[src/rtl/clock_mode_sequencer_pkg.sv]
// Shared definitions for the clock mode sequencer and the counter blocks
// that sit beside it: state index constants, default timing constants and
// the index-to-one-hot helper used for the mode_sel output.
package clock_pkg;

  // State index of the NORMAL (time-keeping) mode.
  localparam int IDX_NORMAL = 0;

  // Default configuration, shared with the time-counter/display blocks.
  localparam int DEF_NUM_FIELDS      = 3;
  localparam int DEF_DEBOUNCE_CYCLES = 4;
  localparam int DEF_TIMEOUT_CYCLES  = 1000;

  // Widest one-hot vector the helper can produce (NUM_FIELDS + 1 <= this).
  localparam int MAX_STATES = 32;

  // Electrical level of an active-low push-button.
  typedef enum logic {
    BTN_PRESSED  = 1'b0,
    BTN_RELEASED = 1'b1
  } btn_level_e;

  // One-hot code of a state index; callers truncate to NUM_FIELDS+1 bits.
  function automatic logic [MAX_STATES-1:0] onehot_of_idx(input int unsigned idx);
    return MAX_STATES'(1) << idx;
  endfunction

endpackage

[src/rtl/clock_mode_sequencer_if.sv]
// Button inputs and mode outputs of the clock mode sequencer.
// master = the side that drives the buttons and consumes the mode outputs,
// slave  = the sequencer itself.
interface clock_mode_sequencer_if #(
  parameter int NUM_FIELDS = 3
);
  localparam int IDX_W = $clog2(NUM_FIELDS + 1);

  logic                  mode_n;
  logic                  adjust_n;
  logic [NUM_FIELDS:0]   mode_sel;
  logic [IDX_W-1:0]      field_idx;
  logic                  inc_pulse;
  logic                  timeout;

  modport master (
    output mode_n,
    output adjust_n,
    input  mode_sel,
    input  field_idx,
    input  inc_pulse,
    input  timeout
  );

  modport slave (
    input  mode_n,
    input  adjust_n,
    output mode_sel,
    output field_idx,
    output inc_pulse,
    output timeout
  );
endinterface

[src/rtl/clock_mode_sequencer_button_debounce.sv]
// button_debounce: 2-FF synchroniser plus level debouncer for one
// active-low push-button. Emits a one-cycle press pulse on each accepted
// released->pressed transition. After reset the button must be seen
// released before a press is reported, so a button held through reset
// needs a release and a fresh press.
module button_debounce
  import clock_pkg::*;
#(
  parameter int DEBOUNCE_CYCLES = DEF_DEBOUNCE_CYCLES
) (
  input  logic CLK,
  input  logic reset,
  input  logic btn_n,
  output logic level,
  output logic press
);

  localparam int               CNT_W    = $clog2(DEBOUNCE_CYCLES + 1);
  localparam logic [CNT_W-1:0] CNT_DONE = CNT_W'(DEBOUNCE_CYCLES);

  logic [1:0]       sync_q, sync_d;
  logic [CNT_W-1:0] cnt_q, cnt_d;
  logic             level_q, level_d;
  logic             press_q, press_d;
  logic [1:0]       flush_q, flush_d;
  logic             armed_q, armed_d;

  // Register the synchroniser, debounce counter, accepted level and press pulse
  always_ff @(posedge CLK or posedge reset) begin
    if (reset) begin
      sync_q  <= {BTN_RELEASED, BTN_RELEASED};
      cnt_q   <= '0;
      level_q <= BTN_RELEASED;
      press_q <= 1'b0;
      flush_q <= 2'b00;
      armed_q <= 1'b0;
    end else begin
      sync_q  <= sync_d;
      cnt_q   <= cnt_d;
      level_q <= level_d;
      press_q <= press_d;
      flush_q <= flush_d;
      armed_q <= armed_d;
    end
  end

  // Count consecutive cycles of disagreement and accept the new level once
  // the count has reached DEBOUNCE_CYCLES; any return to the current level
  // restarts the count. flush_q marks when the synchroniser holds real pin
  // samples rather than its reset value, and only then can the button arm.
  always_comb begin
    sync_d  = {sync_q[0], btn_n};
    cnt_d   = cnt_q;
    level_d = level_q;
    flush_d = {flush_q[0], 1'b1};
    armed_d = armed_q;

    if (sync_q[1] == level_q) begin
      cnt_d = '0;
    end else if (cnt_q == CNT_DONE) begin
      level_d = sync_q[1];
      cnt_d   = '0;
    end else begin
      cnt_d = cnt_q + 1'b1;
    end

    if (flush_q[1] && (sync_q[1] == BTN_RELEASED) && (level_q == BTN_RELEASED)) begin
      armed_d = 1'b1;
    end

    press_d = armed_q && (level_q == BTN_RELEASED) && (level_d == BTN_PRESSED);
  end

  assign level = level_q;
  assign press = press_q;

endmodule

[src/rtl/clock_mode_sequencer.sv]
// clock_mode_sequencer: mode controller for the digital clock.
// Steps NORMAL -> FIELD_1 .. FIELD_N -> NORMAL on debounced MODE presses and
// issues one-cycle increment pulses for the selected field on ADJUST presses.
// Optional feature macro: MODE_TIMEOUT_EN -- adds an idle counter that
// returns a setup state to NORMAL after TIMEOUT_CYCLES idle cycles and
// pulses timeout. Without it, timeout is tied low.
module clock_mode_sequencer
  import clock_pkg::*;
#(
  parameter int NUM_FIELDS      = DEF_NUM_FIELDS,
  parameter int DEBOUNCE_CYCLES = DEF_DEBOUNCE_CYCLES,
  parameter int TIMEOUT_CYCLES  = DEF_TIMEOUT_CYCLES
) (
  input logic                   CLK,
  input logic                   reset,
  clock_mode_sequencer_if.slave bus
);

  localparam int               IDX_W    = $clog2(NUM_FIELDS + 1);
  localparam int               STATES   = NUM_FIELDS + 1;
  localparam logic [IDX_W-1:0] IDX_NORM = IDX_W'(IDX_NORMAL);
  localparam logic [IDX_W-1:0] IDX_LAST = IDX_W'(NUM_FIELDS);

  logic               mode_level, mode_press;
  logic               adj_level, adj_press;
  logic               unused_levels;

  logic [IDX_W-1:0]   idx_q, idx_d;
  logic [STATES-1:0]  mode_sel_q, mode_sel_d;
  logic               inc_q, inc_d;
  logic               timeout_q, timeout_d;
  logic               timeout_hit;

  button_debounce #(
    .DEBOUNCE_CYCLES (DEBOUNCE_CYCLES)
  ) u_mode_db (
    .CLK   (CLK),
    .reset (reset),
    .btn_n (bus.mode_n),
    .level (mode_level),
    .press (mode_press)
  );

  button_debounce #(
    .DEBOUNCE_CYCLES (DEBOUNCE_CYCLES)
  ) u_adjust_db (
    .CLK   (CLK),
    .reset (reset),
    .btn_n (bus.adjust_n),
    .level (adj_level),
    .press (adj_press)
  );

  // Debounced levels are not needed here; only the press events drive the FSM.
  assign unused_levels = mode_level ^ adj_level;

`ifdef MODE_TIMEOUT_EN
  localparam int               IDLE_W    = $clog2(TIMEOUT_CYCLES + 1);
  localparam logic [IDLE_W-1:0] IDLE_LAST = IDLE_W'(TIMEOUT_CYCLES - 1);

  logic [IDLE_W-1:0] idle_q, idle_d;
  logic              any_press;

  assign any_press = mode_press | adj_press;

  // Idle counter register
  always_ff @(posedge CLK or posedge reset) begin
    if (reset) begin
      idle_q <= '0;
    end else begin
      idle_q <= idle_d;
    end
  end

  // Count idle cycles in a setup state; a press in the expiry cycle wins.
  always_comb begin
    idle_d      = idle_q;
    timeout_hit = 1'b0;
    if (any_press || (idx_q == IDX_NORM)) begin
      idle_d = '0;
    end else if (idle_q == IDLE_LAST) begin
      idle_d      = '0;
      timeout_hit = 1'b1;
    end else begin
      idle_d = idle_q + 1'b1;
    end
  end
`else
  localparam int unused_timeout_cycles = TIMEOUT_CYCLES;

  assign timeout_hit = 1'b0;
`endif

  // State register together with the registered mode outputs
  always_ff @(posedge CLK or posedge reset) begin
    if (reset) begin
      idx_q      <= IDX_NORM;
      mode_sel_q <= STATES'(onehot_of_idx(32'(IDX_NORMAL)));
      inc_q      <= 1'b0;
      timeout_q  <= 1'b0;
    end else begin
      idx_q      <= idx_d;
      mode_sel_q <= mode_sel_d;
      inc_q      <= inc_d;
      timeout_q  <= timeout_d;
    end
  end

  // Next state: MODE advances with wrap, otherwise an expired idle count returns to NORMAL
  always_comb begin
    idx_d = idx_q;
    if (mode_press) begin
      idx_d = (idx_q == IDX_LAST) ? IDX_NORM : idx_q + 1'b1;
    end else if (timeout_hit) begin
      idx_d = IDX_NORM;
    end
  end

  // Outputs: one-hot follows the next index; ADJUST only counts in a setup state and loses to MODE
  always_comb begin
    mode_sel_d = STATES'(onehot_of_idx(32'(idx_d)));
    inc_d      = adj_press && !mode_press && (idx_q != IDX_NORM);
    timeout_d  = timeout_hit;
  end

  assign bus.mode_sel  = mode_sel_q;
  assign bus.field_idx = idx_q;
  assign bus.inc_pulse = inc_q;
  assign bus.timeout   = timeout_q;

endmodule

[src/flat_wrapper.sv]
// flat-port wrapper written by rule: the top's interface ports become plain ports
module clock_mode_sequencer_flat import clock_pkg::*;
#(
  parameter int NUM_FIELDS      = DEF_NUM_FIELDS,
  parameter int DEBOUNCE_CYCLES = DEF_DEBOUNCE_CYCLES,
  parameter int TIMEOUT_CYCLES  = DEF_TIMEOUT_CYCLES
)
  (CLK, reset, bus_mode_n, bus_adjust_n, bus_mode_sel, bus_field_idx, bus_inc_pulse, bus_timeout);
  clock_mode_sequencer_if #(.NUM_FIELDS(NUM_FIELDS)) bus_i ();
  input logic CLK;
  input logic reset;
  input wire logic [$bits(bus_i.mode_n)-1:0] bus_mode_n;
  input wire logic [$bits(bus_i.adjust_n)-1:0] bus_adjust_n;
  output wire logic [$bits(bus_i.mode_sel)-1:0] bus_mode_sel;
  output wire logic [$bits(bus_i.field_idx)-1:0] bus_field_idx;
  output wire logic [$bits(bus_i.inc_pulse)-1:0] bus_inc_pulse;
  output wire logic [$bits(bus_i.timeout)-1:0] bus_timeout;
  assign bus_i.mode_n = bus_mode_n;
  assign bus_i.adjust_n = bus_adjust_n;
  assign bus_mode_sel = bus_i.mode_sel;
  assign bus_field_idx = bus_i.field_idx;
  assign bus_inc_pulse = bus_i.inc_pulse;
  assign bus_timeout = bus_i.timeout;
  clock_mode_sequencer #(.NUM_FIELDS(NUM_FIELDS), .DEBOUNCE_CYCLES(DEBOUNCE_CYCLES), .TIMEOUT_CYCLES(TIMEOUT_CYCLES)) u_core (.CLK(CLK), .reset(reset), .bus(bus_i));
endmodule
[config.mk]
export PLATFORM = sky130hd
export DESIGN_NAME = clock_mode_sequencer_flat
export DESIGN_NICKNAME = d
export VERILOG_FILES = /design/src/rtl/clock_mode_sequencer_pkg.sv /design/src/rtl/clock_mode_sequencer_if.sv /design/src/rtl/clock_mode_sequencer_button_debounce.sv /design/src/rtl/clock_mode_sequencer.sv /design/src/flat_wrapper.sv
export SDC_FILE = /design/constraint.sdc
export NUM_CORES = 1
export LEC_CHECK = 0
export ABC_AREA = 1
export BUFFER_PORTS_ARGS = -buffer_cell sky130_fd_sc_hd__clkbuf_2
export CELL_PAD_IN_SITES_DETAIL_PLACEMENT = 1
export CELL_PAD_IN_SITES_GLOBAL_PLACEMENT = 1
export CORE_MARGIN = 2
export CORE_UTILIZATION = 35
export CTS_BUF_LIST = sky130_fd_sc_hd__clkbuf_16
export DETAILED_ROUTE_END_ITERATION = 7
export PLACE_DENSITY = 0.66
export SYNTH_ARGS = -nofsm -noshare
export SYNTH_HDL_FRONTEND = slang
export SYNTH_SLANG_ARGS = --single-unit
[constraint.sdc]
create_clock -name CLK -period 1.2 [get_ports CLK]
set_input_delay 0.06 -clock CLK [delete_from_list [all_inputs] [get_ports CLK]]
set_output_delay 0.06 -clock CLK [all_outputs]
set_load 0.01 [all_outputs]
==> results of run 1 <==
-- placed cells by master (no fill, tap or decap), types with 3 or more instances in the layout --
cell / n
o21ai_0: 4
dfrtp_1: 18
nor2_1: 11
dfstp_2: 7
nand2_1: 26
clkbuf_2: 10
ha_1: 5
clkbuf_16: 3
inv_1: 17
dlygate4sd3_1: 3
-- how the worst max path moves through the flow --
stage	end	slack, ns	depth (start not counted)
after floorplan	u_core.bus.mode_sel[2]	0.04	4
after global placement	u_core.bus.mode_sel[3]	0.12	4
after detailed placement	u_core.bus.mode_sel[2]	0.05	4
after CTS	u_core.bus.mode_sel[0]	0.03	5
after global routing	u_core.bus.mode_sel[1]	-0.03	5
final	u_core.bus.mode_sel[0]	0.05	5
-- flip-flops by register name, indices dropped and copies added (netlist names) --
signal and cells:
u_core.bus.field_idx 2, u_core.bus.inc_pulse 1, u_core.bus.mode_sel 4, u_core.u_adjust_db.armed_q 1, u_core.u_adjust_db.cnt_q 3, u_core.u_adjust_db.flush_q 1, u_core.u_adjust_db.level 1, u_core.u_adjust_db.press 1
u_core.u_adjust_db.sync_q 2, u_core.u_mode_db.armed_q 1, u_core.u_mode_db.cnt_q 3, u_core.u_mode_db.flush_q 1, u_core.u_mode_db.level 1, u_core.u_mode_db.press 1, u_core.u_mode_db.sync_q 2
-- layer usage --
| metal | global-route usage, % | wire length, um |
|---|---|---|
| met2 | 23.4 | 827 |
| met3 | 3.46 | 69 |
| met5 | 0 | 0 |
| met1 | 11.4 | 641 |
| met4 | 6.98 | 38 |
-- kinds of logic after synthesis --
kind of cell	after synthesis	share of synthesized area, %
buffers and inverters	18	7.31
adder cells (fa/ha/maj)	5	6.41
other	2	0.770
AO/OA/AOI/OAI	6	3.59
flip-flops	25	65.0
AND/OR/NAND/NOR	42	16.9
-- per-stage QoR --
| step | power (mW) | std cells | hold WS (ns) |
|---|---|---|---|
| finish | 2.40 | 147 | 0.355 |
| global route | 2.60 | 147 | 0.363 |
| CTS | 2.45 | 147 | 0.356 |
| detailed placement | 1.70 | 140 | 0.109 |
| global placement | 1.65 | 140 | 0.103 |
| floorplan | 1.53 | 98 | 0.0645 |
-- critical path, stage by stage, from the launching register on --
cell and delay (ns):
dfrtp_1 0.37, inv_1 0.10, ha_1 0.25, nand2_1 0.07, o21ai_0 0.15, nor2_1 0.13
-- where the power goes --
| group | switching [mW] | internal [mW] |
|---|---|---|
| clock | 0.275 | 0.445 |
| sequential | 0.113 | 1.06 |
| combinational | 0.297 | 0.215 |
| total | 0.684 | 1.72 |
-- cell type report --
type | instances | area, sq um
timing repair buffer | 15 | 95.1
clock inverter | 1 | 3.75
clock buffer | 3 | 75.1
inverter | 17 | 63.8
multi-input combinational | 55 | 275
tap | 31 | 38.8
sequential | 25 | 634
fill | 322 | 1520
-- repair_timing --
item                       CTS  global route
hold endpoints to repair    20             0
hold buffers                 3             0
resized for setup            0             1
setup endpoints to repair    0             5
==> flow_metrics.tcl, run 1 <==
set metrics [dict create \
    finalSetupViolCount 0 \
    leakagePower_nw 0.611 \
    rr_endpoint "u_core.bus.mode_sel[0]" \
    grt.overflow.total 0 \
    ys_seq_elements 25 \
    worstSetupStartpoint "u_core.bus.field_idx[1]" \
    grt_pass1_vias 734 \
    ys_top_cells_by_count "26 x nand2_1, 18 x dfrtp_1, 16 x inv_1" \
    synth_edf_count 0 \
    yosysSeqAreaShare_pct 65.0 \
    cts_buffer_depth 2 \
    worst_hold_path.endpoint "u_core.u_adjust_db.sync_q[1]" \
    synth_fp_nets 107 \
    rsz0062_at_grt "yes" \
    route.final.wire_length_um 1580 \
    final_cell_area_sq_um 1190 \
    drive_gt1_share_pct 20.7 \
    clk_pin_slew_ns 0.06 \
    dieHeight_um 56.8 \
    finalClockSkew_ns 0.00313 \
    nNetsFinal 126 \
    synth_cell_types 14 \
    required_ns 1.39 \
    yosysTopAreaCell "dfrtp_1" \
    synth-main-ff-cell "dfrtp_1" \
    drtAntennaViolNets 0 \
    hp-class "register to register" \
    min_from "u_core.u_adjust_db.sync_q[0]" \
    post-dp-hpwl_um 1150 \
    yosysWarnings 0 \
    grt_antenna_before_repair 0 \
    worstHoldPathCells 0 \
    worst_slack_ns 0.0520 \
    core-area_sq_um 2710 \
    syn-instance-count 98 \
    syn_to_final_growth_pct 21.5 \
    n_antenna_cell 0 \
    routed_via_density 4.48 \
    crit_path_start_kind "register" \
    io_buffers 10 \
    synth_area_leaders "dfrtp_1 46%, dfstp_2 19%, nand2_1 10%" \
    yosysMostFrequentCell "nand2_1" \
    dp_slack_ns 0.0500 \
    ctsRootBufferMaster "clkbuf_16" \
    start_util_pct 36.0 \
    finalHoldViolations 0 \
    dieArea_sq_um 3230 \
    place_area_sq_um 1070 \
    drv_slew 0 \
    cts_sinks 25 \
    die_x_um 56.8 \
    cts_buffers 3 \
    crit_type "register to register" \
    r2r_setup_slack_ns 0.05 \
    synth_top_area_share_pct 46.2 \
    avgSynthCellArea_sq_um 9.96 \
    grt_max_degree 26 \
    finalSetupTns_ns 0 \
    max_freq_ghz 0.871 \
    drv_cap 0 \
    num_vias 658 \
    cp_max_fo 3 \
    power_density_nw_per_um2 2020 \
    synthArstFlopShare_pct 100 \
    drt_iter0_drc 16 \
    r2r_cells 5 \
    grt_usage_pct 12.3 \
    drcViolationCount 0 \
    clkLatencyLatePin_ns 0.26 \
    final_core_util_pct 43.8 \
    grt_pass1_wl_um 2930 \
    first_pass_iters 2 \
    fp-row-count 19 \
    fin_crit_sh_pct 95.7 \
    post_drt_wl_per_cell_um 10.7 \
    synth_area_sq_um 976 \
    irDropWorstVdd_uv 838 \
    htree_levels 1 \
    cts_tree "built" \
    post_cts_buffers 0 \
    outcome "completed" \
    place_congestion 0.755 \
    rr_startpoint "u_core.bus.field_idx[1]" \
    arrival_ns 1.34 \
    worst_setup_path_end_kind "register" \
    fin_crit_ns 1.15 \
    io-pin-count 12 \
]
Power figures use the tool's default switching activity.
==> run 2: changes to the inputs <==
--- a/config.mk
+++ b/config.mk
@@ -6,6 +6,7 @@
 export NUM_CORES = 1
 export LEC_CHECK = 0
 export ABC_AREA = 1
+export ABC_CLOCK_PERIOD_IN_PS = 1200
 export BUFFER_PORTS_ARGS = -buffer_cell sky130_fd_sc_hd__clkbuf_2
 export CELL_PAD_IN_SITES_DETAIL_PLACEMENT = 1
 export CELL_PAD_IN_SITES_GLOBAL_PLACEMENT = 1
@@ -14,6 +15,7 @@
 export CTS_BUF_LIST = sky130_fd_sc_hd__clkbuf_16
 export DETAILED_ROUTE_END_ITERATION = 7
 export PLACE_DENSITY = 0.66
+export RECOVER_POWER = 100
 export SYNTH_ARGS = -nofsm -noshare
 export SYNTH_HDL_FRONTEND = slang
 export SYNTH_SLANG_ARGS = --single-unit
==> run 2 against run 1 <==
  * First-iteration DRC count up 6.3%
  * Setup slack lost 0.0014 ns
  * Critical path depth unchanged
  * Via count rose by 0.15%
  * Clock skew about the same
  * Die area did not move
  * Critical path type unchanged
  * Largest power group unchanged
  * Highest routed layer unchanged
==> flow_metrics.tcl, run 2 (synthesis gave the netlist of run 1 again) <==
set metrics [dict create \
    outcome "completed" \
    final_core_util_pct 43.4 \
    grt_pass1_vias 734 \
    largest_reg_flops 4 \
    cp_max_fo 3 \
    met1_length_um 649 \
    critical_path.max_stage_delay_ns 0.34 \
    n_antenna_cell 0 \
    grt_antenna_before_repair 0 \
    place_congestion 0.755 \
    rsz0062_at_grt "yes" \
    r2r_cells 5 \
    start_util_pct 36.0 \
    power_density_nw_per_um2 2030 \
    r2r_setup_slack_ns 0.05 \
    clk_pin_slew_ns 0.06 \
    met2_length_um 826 \
    worst_slack_ns 0.0507 \
    htree_levels 1 \
    arrival_ns 1.34 \
    grt.overflow.total 0 \
    hp-class "register to register" \
    place_area_sq_um 1070 \
    crit_path_start_kind "register" \
    die_x_um 56.8 \
    drive_gt1_share_pct 16.4 \
    wl_met3_um 73 \
    grt_max_degree 26 \
    drv_slew 0 \
    nNetsFinal 126 \
    crit_type "register to register" \
    fp-row-count 19 \
    rr_startpoint "u_core.bus.field_idx[0]" \
    grt_pass1_wl_um 2930 \
    worstPathCellList "inv_1 > ha_1 > nand2_1 > o21ai_0 > nor2_1" \
    drtAntennaViolNets 0 \
    worst_setup_path_end_kind "register" \
    clkLatencyLatePin_ns 0.26 \
    fin_crit_ns 1.15 \
    path_buf_inv 1 \
    highest_layer "met4" \
    finalSetupViolCount 0 \
    post_cts_buffers 0 \
    core-area_sq_um 2710 \
    cts_sinks 25 \
    leakagePower_nw 0.593 \
    routed_via_density 4.48 \
    irDropWorstVdd_uv 837 \
    io_buffers 10 \
    route.final.wire_length_um 1590 \
    dieArea_sq_um 3230 \
    cts_buffer_depth 2 \
    post-dp-hpwl_um 1150 \
    crit_end "u_core.bus.mode_sel[0]" \
    fin_crit_sh_pct 95.8 \
    final_cell_area_sq_um 1170 \
    crit_family "flip-flops" \
    syn_to_final_growth_pct 20.4 \
    tightest_slew_ns 0.599 \
    cts_buffers 3 \
    cts_tree "built" \
    grt_usage_pct 12.3 \
    finalClockSkew_ns 0.00319 \
    final_common_cell "nand2_1" \
    rr_endpoint "u_core.bus.mode_sel[0]" \
    worstSetupStartpoint "u_core.bus.field_idx[0]" \
    dp_slack_ns 0.0500 \
    ctsRootBufferMaster "clkbuf_16" \
    path_depth 5 \
    dieHeight_um 56.8 \
    first_pass_iters 2 \
    num_vias 659 \
    cp_slowest_cell "dfrtp_1" \
    drv_cap 0 \
    layout_common_cells "26 x nand2_1, 18 x dfrtp_1, 17 x inv_1, 11 x nor2_1" \
    drt_iter0_drc 17 \
    required_ns 1.39 \
    post_drt_wl_per_cell_um 10.8 \
    finalHoldViolations 0 \
    slew_headroom_pct 60.1 \
    drcViolationCount 0 \
    io-pin-count 12 \
    max_freq_ghz 0.870 \
]
-- run 2: cell types whose count changed in the layout (fill, tap and decap cells not counted), sizes merged --
| cell | before | now |
|---|---|---|
| buf | 2 | 0 |
| clkbuf | 13 | 15 |
-- run 2: what timing repair did --
item	4_1_cts	5_1_grt
resized for setup	0	1
endpoints found under the hold margin	20	0
hold buffers	3	0
setup endpoints to repair	0	5
-- run 2: worst min-delay path by stage --
stage / startpoint / end / cells past startpoint
final: u_core.u_adjust_db.sync_q[0] / u_core.u_adjust_db.sync_q[1] / 0
after global routing: u_core.u_adjust_db.sync_q[0] / u_core.u_adjust_db.sync_q[1] / 0
after CTS: u_core.u_adjust_db.sync_q[0] / u_core.u_adjust_db.sync_q[1] / 0
after detailed placement: reset / u_core.u_adjust_db.armed_q / 3
after global placement: reset / u_core.u_adjust_db.cnt_q[1] / 3
after floorplan: bus_adjust_n / u_core.u_adjust_db.sync_q[0] / 0
-- run 2: worst reg2reg max path, cell delays in order (launching register included) --
cell and delay [ns]:
dfrtp_1 0.34, inv_1 0.07, ha_1 0.32, nand2_1 0.07, o21ai_0 0.15, nor2_1 0.13
-- run 2: layer usage --
metal / up-vias / GRT usage, %
met2: 14 / 23.4
met3: 5 / 3.46
met1: 314 / 11.4
met5: - / 0
li1: 326 / -
met4: 0 / 6.98
-- run 2: where the power goes --
group          internal [mW]  switching [mW]  total, mW
clock network          0.445           0.276      0.721
logic                  0.203           0.297      0.500
registers               1.06           0.113       1.17
-- run 2: stage by stage --
| stage | instances | setup TNS, ns | hold slack, ns | power, mW |
|---|---|---|---|---|
| floorplan | 98 | 0 | 0.0645 | 1.53 |
| finish | 147 | 0 | 0.355 | 2.39 |
| detailed placement | 140 | 0 | 0.109 | 1.70 |
| CTS | 147 | 0 | 0.356 | 2.45 |
| global route | 147 | -0.113 | 0.363 | 2.58 |
| global placement | 140 | 0 | 0.103 | 1.65 |
-- run 2: cell type report --
| class | instances | area, sq um |
|---|---|---|
| Clock buffer | 3 | 75.1 |
| Clock inverter | 1 | 3.75 |
| Fill cell | 321 | 1540 |
| Inverter | 17 | 63.8 |
| Multi-Input combinational cell | 55 | 275 |
| Sequential cell | 25 | 634 |
| Tap cell | 31 | 38.8 |
| Timing Repair Buffer | 15 | 83.8 |
==> run 3: changes to the inputs <==
--- a/config.mk
+++ b/config.mk
@@ -8,8 +8,10 @@
 export ABC_AREA = 1
 export ABC_CLOCK_PERIOD_IN_PS = 1200
 export BUFFER_PORTS_ARGS = -buffer_cell sky130_fd_sc_hd__clkbuf_2
+export CAP_MARGIN = 5
 export CELL_PAD_IN_SITES_DETAIL_PLACEMENT = 1
 export CELL_PAD_IN_SITES_GLOBAL_PLACEMENT = 1
+export CORE_ASPECT_RATIO = 0.8
 export CORE_MARGIN = 2
 export CORE_UTILIZATION = 35
 export CTS_BUF_LIST = sky130_fd_sc_hd__clkbuf_16
@@ -18,4 +20,5 @@
 export RECOVER_POWER = 100
 export SYNTH_ARGS = -nofsm -noshare
 export SYNTH_HDL_FRONTEND = slang
+export SYNTH_HIERARCHICAL = 1
 export SYNTH_SLANG_ARGS = --single-unit
==> run 3 against run 2 <==
  * Clock power up 1%
  * Maximum frequency up 0.76%
  * Worst hold slack worse by 0.038 ns
  * Synthesized cell count up 7.1%
  * Combinational power down 4.8%
  * Via count up 4.2%
  * Synthesized area up 8.6%
  * Global-route usage down 0.57 points
==> flow_metrics.tcl, run 3 <==
set metrics [dict create \
    outcome "completed" \
    drive_gt1_share_pct 11.4 \
    crit_path_start_kind "register" \
    crit_end "u_core/bus.mode_sel[3]" \
    htree_levels 1 \
    first_pass_iters 3 \
    place_congestion 0.778 \
    total_power_mw 2.42 \
    rr_endpoint "u_core/bus.mode_sel[3]" \
    clk_pin_slew_ns 0.06 \
    synth_top_area_share_pct 47.2 \
    grt_pass1_wl_um 2930 \
    fin_crit_ns 1.14 \
    hp-class "input port to asynchronous set/reset pin" \
    route.final.wire_length_um 1670 \
    start_util_pct 37.5 \
    cp_max_fo 3 \
    synth_area_leaders "dfrtp_1 47%, dfstp_2 17%, ha_1 7.1%" \
    nNetsFinal 134 \
    largest_reg_flops 4 \
    finalSetupViolCount 0 \
    arrival_ns 1.28 \
    ys_seq_elements 27 \
    clkLatencyLatePin_ns 0.26 \
    cts_buffer_depth 2 \
    drv_cap 0 \
    grt_max_degree 15 \
    irDropWorstVdd_uv 1230 \
    drcViolationCount 0 \
    drv_slew 0 \
    num_vias 687 \
    rr_startpoint "u_core/bus.field_idx[0]" \
    yosysTopAreaCell "dfrtp_1" \
    rsz0062_at_grt "no" \
    yosysSeqAreaShare_pct 64.6 \
    avgSynthCellArea_sq_um 10.1 \
    fp-row-count 17 \
    leakagePower_nw 0.639 \
    synth_cell_types 14 \
    r2r_cells 4 \
    ctsRootBufferMaster "clkbuf_16" \
    layout_common_cells "21 x inv_1, 21 x nand2_1, 20 x dfrtp_1, 13 x nor2_1, 8 x clkbuf_1" \
    cts_tree "built" \
    synth_edf_count 0 \
    core-area_sq_um 2830 \
    grt_antenna_before_repair 0 \
    syn-instance-count 105 \
    io-pin-count 12 \
    fin_crit_sh_pct 95.1 \
    n_antenna_cell 0 \
    finalClockSkew_ns 0.00186 \
    finalSetupTns_ns 0 \
    max_freq_ghz 0.877 \
    synth_fp_nets 115 \
    required_ns 1.34 \
    grt.overflow.total 0 \
    post_drt_wl_per_cell_um 10.4 \
    synthArstFlopShare_pct 100 \
    dieArea_sq_um 3490 \
    cts_sinks 27 \
    worstSetupStartpoint "u_core/bus.field_idx[0]" \
    routed_via_density 4.27 \
    r2r_setup_slack_ns 0.06 \
    drtAntennaViolNets 0 \
    syn_to_final_growth_pct 19.4 \
    synth_area_sq_um 1060 \
    grt_usage_pct 11.7 \
    crit_type "register to register" \
    yosysWarnings 6 \
    worst_slack_ns 0.0594 \
    die_x_um 65.5 \
    worst_setup_path_end_kind "register" \
    dp_slack_ns 0.0280 \
    synth-main-ff-cell "dfrtp_1" \
    cts_buffers 3 \
    power_density_nw_per_um2 1910 \
    grt_pass1_vias 668 \
    post-dp-hpwl_um 1250 \
    drt_iter0_drc 18 \
    io_buffers 10 \
    finalHoldViolations 0 \
    dieHeight_um 53.2 \
    ys_top_cells_by_count "20 x dfrtp_1, 20 x inv_1, 20 x nand2_1" \
]
run 3: worst min-delay path by stage:
stage	from	end	slack, ns	depth (start not counted)
final	reset	u_core/bus.field_idx[0]	0.32	3
after floorplan	reset	u_core/bus.field_idx[0]	-0.14	1
after global placement	reset	u_core/bus.field_idx[0]	0.02	2
after CTS	reset	u_core/bus.field_idx[0]	0.30	3
after detailed placement	reset	u_core/bus.field_idx[0]	0.03	2
after global routing	reset	u_core/bus.field_idx[0]	0.36	3
run 3: routing by layer:
layer	vias to the layer above	track usage (%)	wire, um	share of wire, %
met3	4	4.47	94	5.6
met5	-	0	0	0
li1	340	-	-	-
met2	12	19.9	811	48
met1	331	13.3	741	44
met4	0	5.21	26	1.6
run 3: layout make-up:
class | instances | area [sq um]
tap | 38 | 47.5
sequential | 27 | 684
multi-input combinational | 56 | 290
clock buffer | 3 | 75.1
timing repair buffer | 15 | 85.1
clock inverter | 1 | 3.75
fill | 332 | 1560
inverter | 21 | 78.8
run 3: cell families after synthesis:
logic type / count (synthesis) / share of synthesized area, %
flip-flops: 27 / 64.6
adder cells (fa/ha/maj): 6 / 7.08
AO/OA/AOI/OAI: 4 / 1.89
buffers and inverters: 22 / 8.15
AND/OR/NAND/NOR: 41 / 15.6
XOR/XNOR: 2 / 1.65
other: 3 / 1.06
run 3: report_power, final:
group          switching, mW  internal (mW)
registers              0.110           1.10
clock network          0.284          0.445
logic                  0.280          0.196
total                  0.675           1.74
run 3: stage by stage:
step	hold slack (ns)	instance area [sq um]	util [%]	instances
floorplan	-0.137	1060	-	105
global placement	0.0151	1150	40.6	152
detailed placement	0.0254	1150	40.6	152
CTS	0.296	1270	44.8	160
global route	0.357	1260	44.7	161
finish	0.317	1260	44.7	161
run 3: timing repair:
action / in CTS / in global routing
gates resized for setup: 0 / 2
hold endpoints to repair: 23 / 0
buffers inserted: 1 / 1
hold buffers: 3 / 0
setup endpoints to repair: 1 / 2
run 3: worst max-delay path, stage by stage (launching register included):
cell,delay (ns)
dfrtp_1,0.37
inv_1,0.08
ha_1,0.31
o21ai_1,0.18
nor2_1,0.08
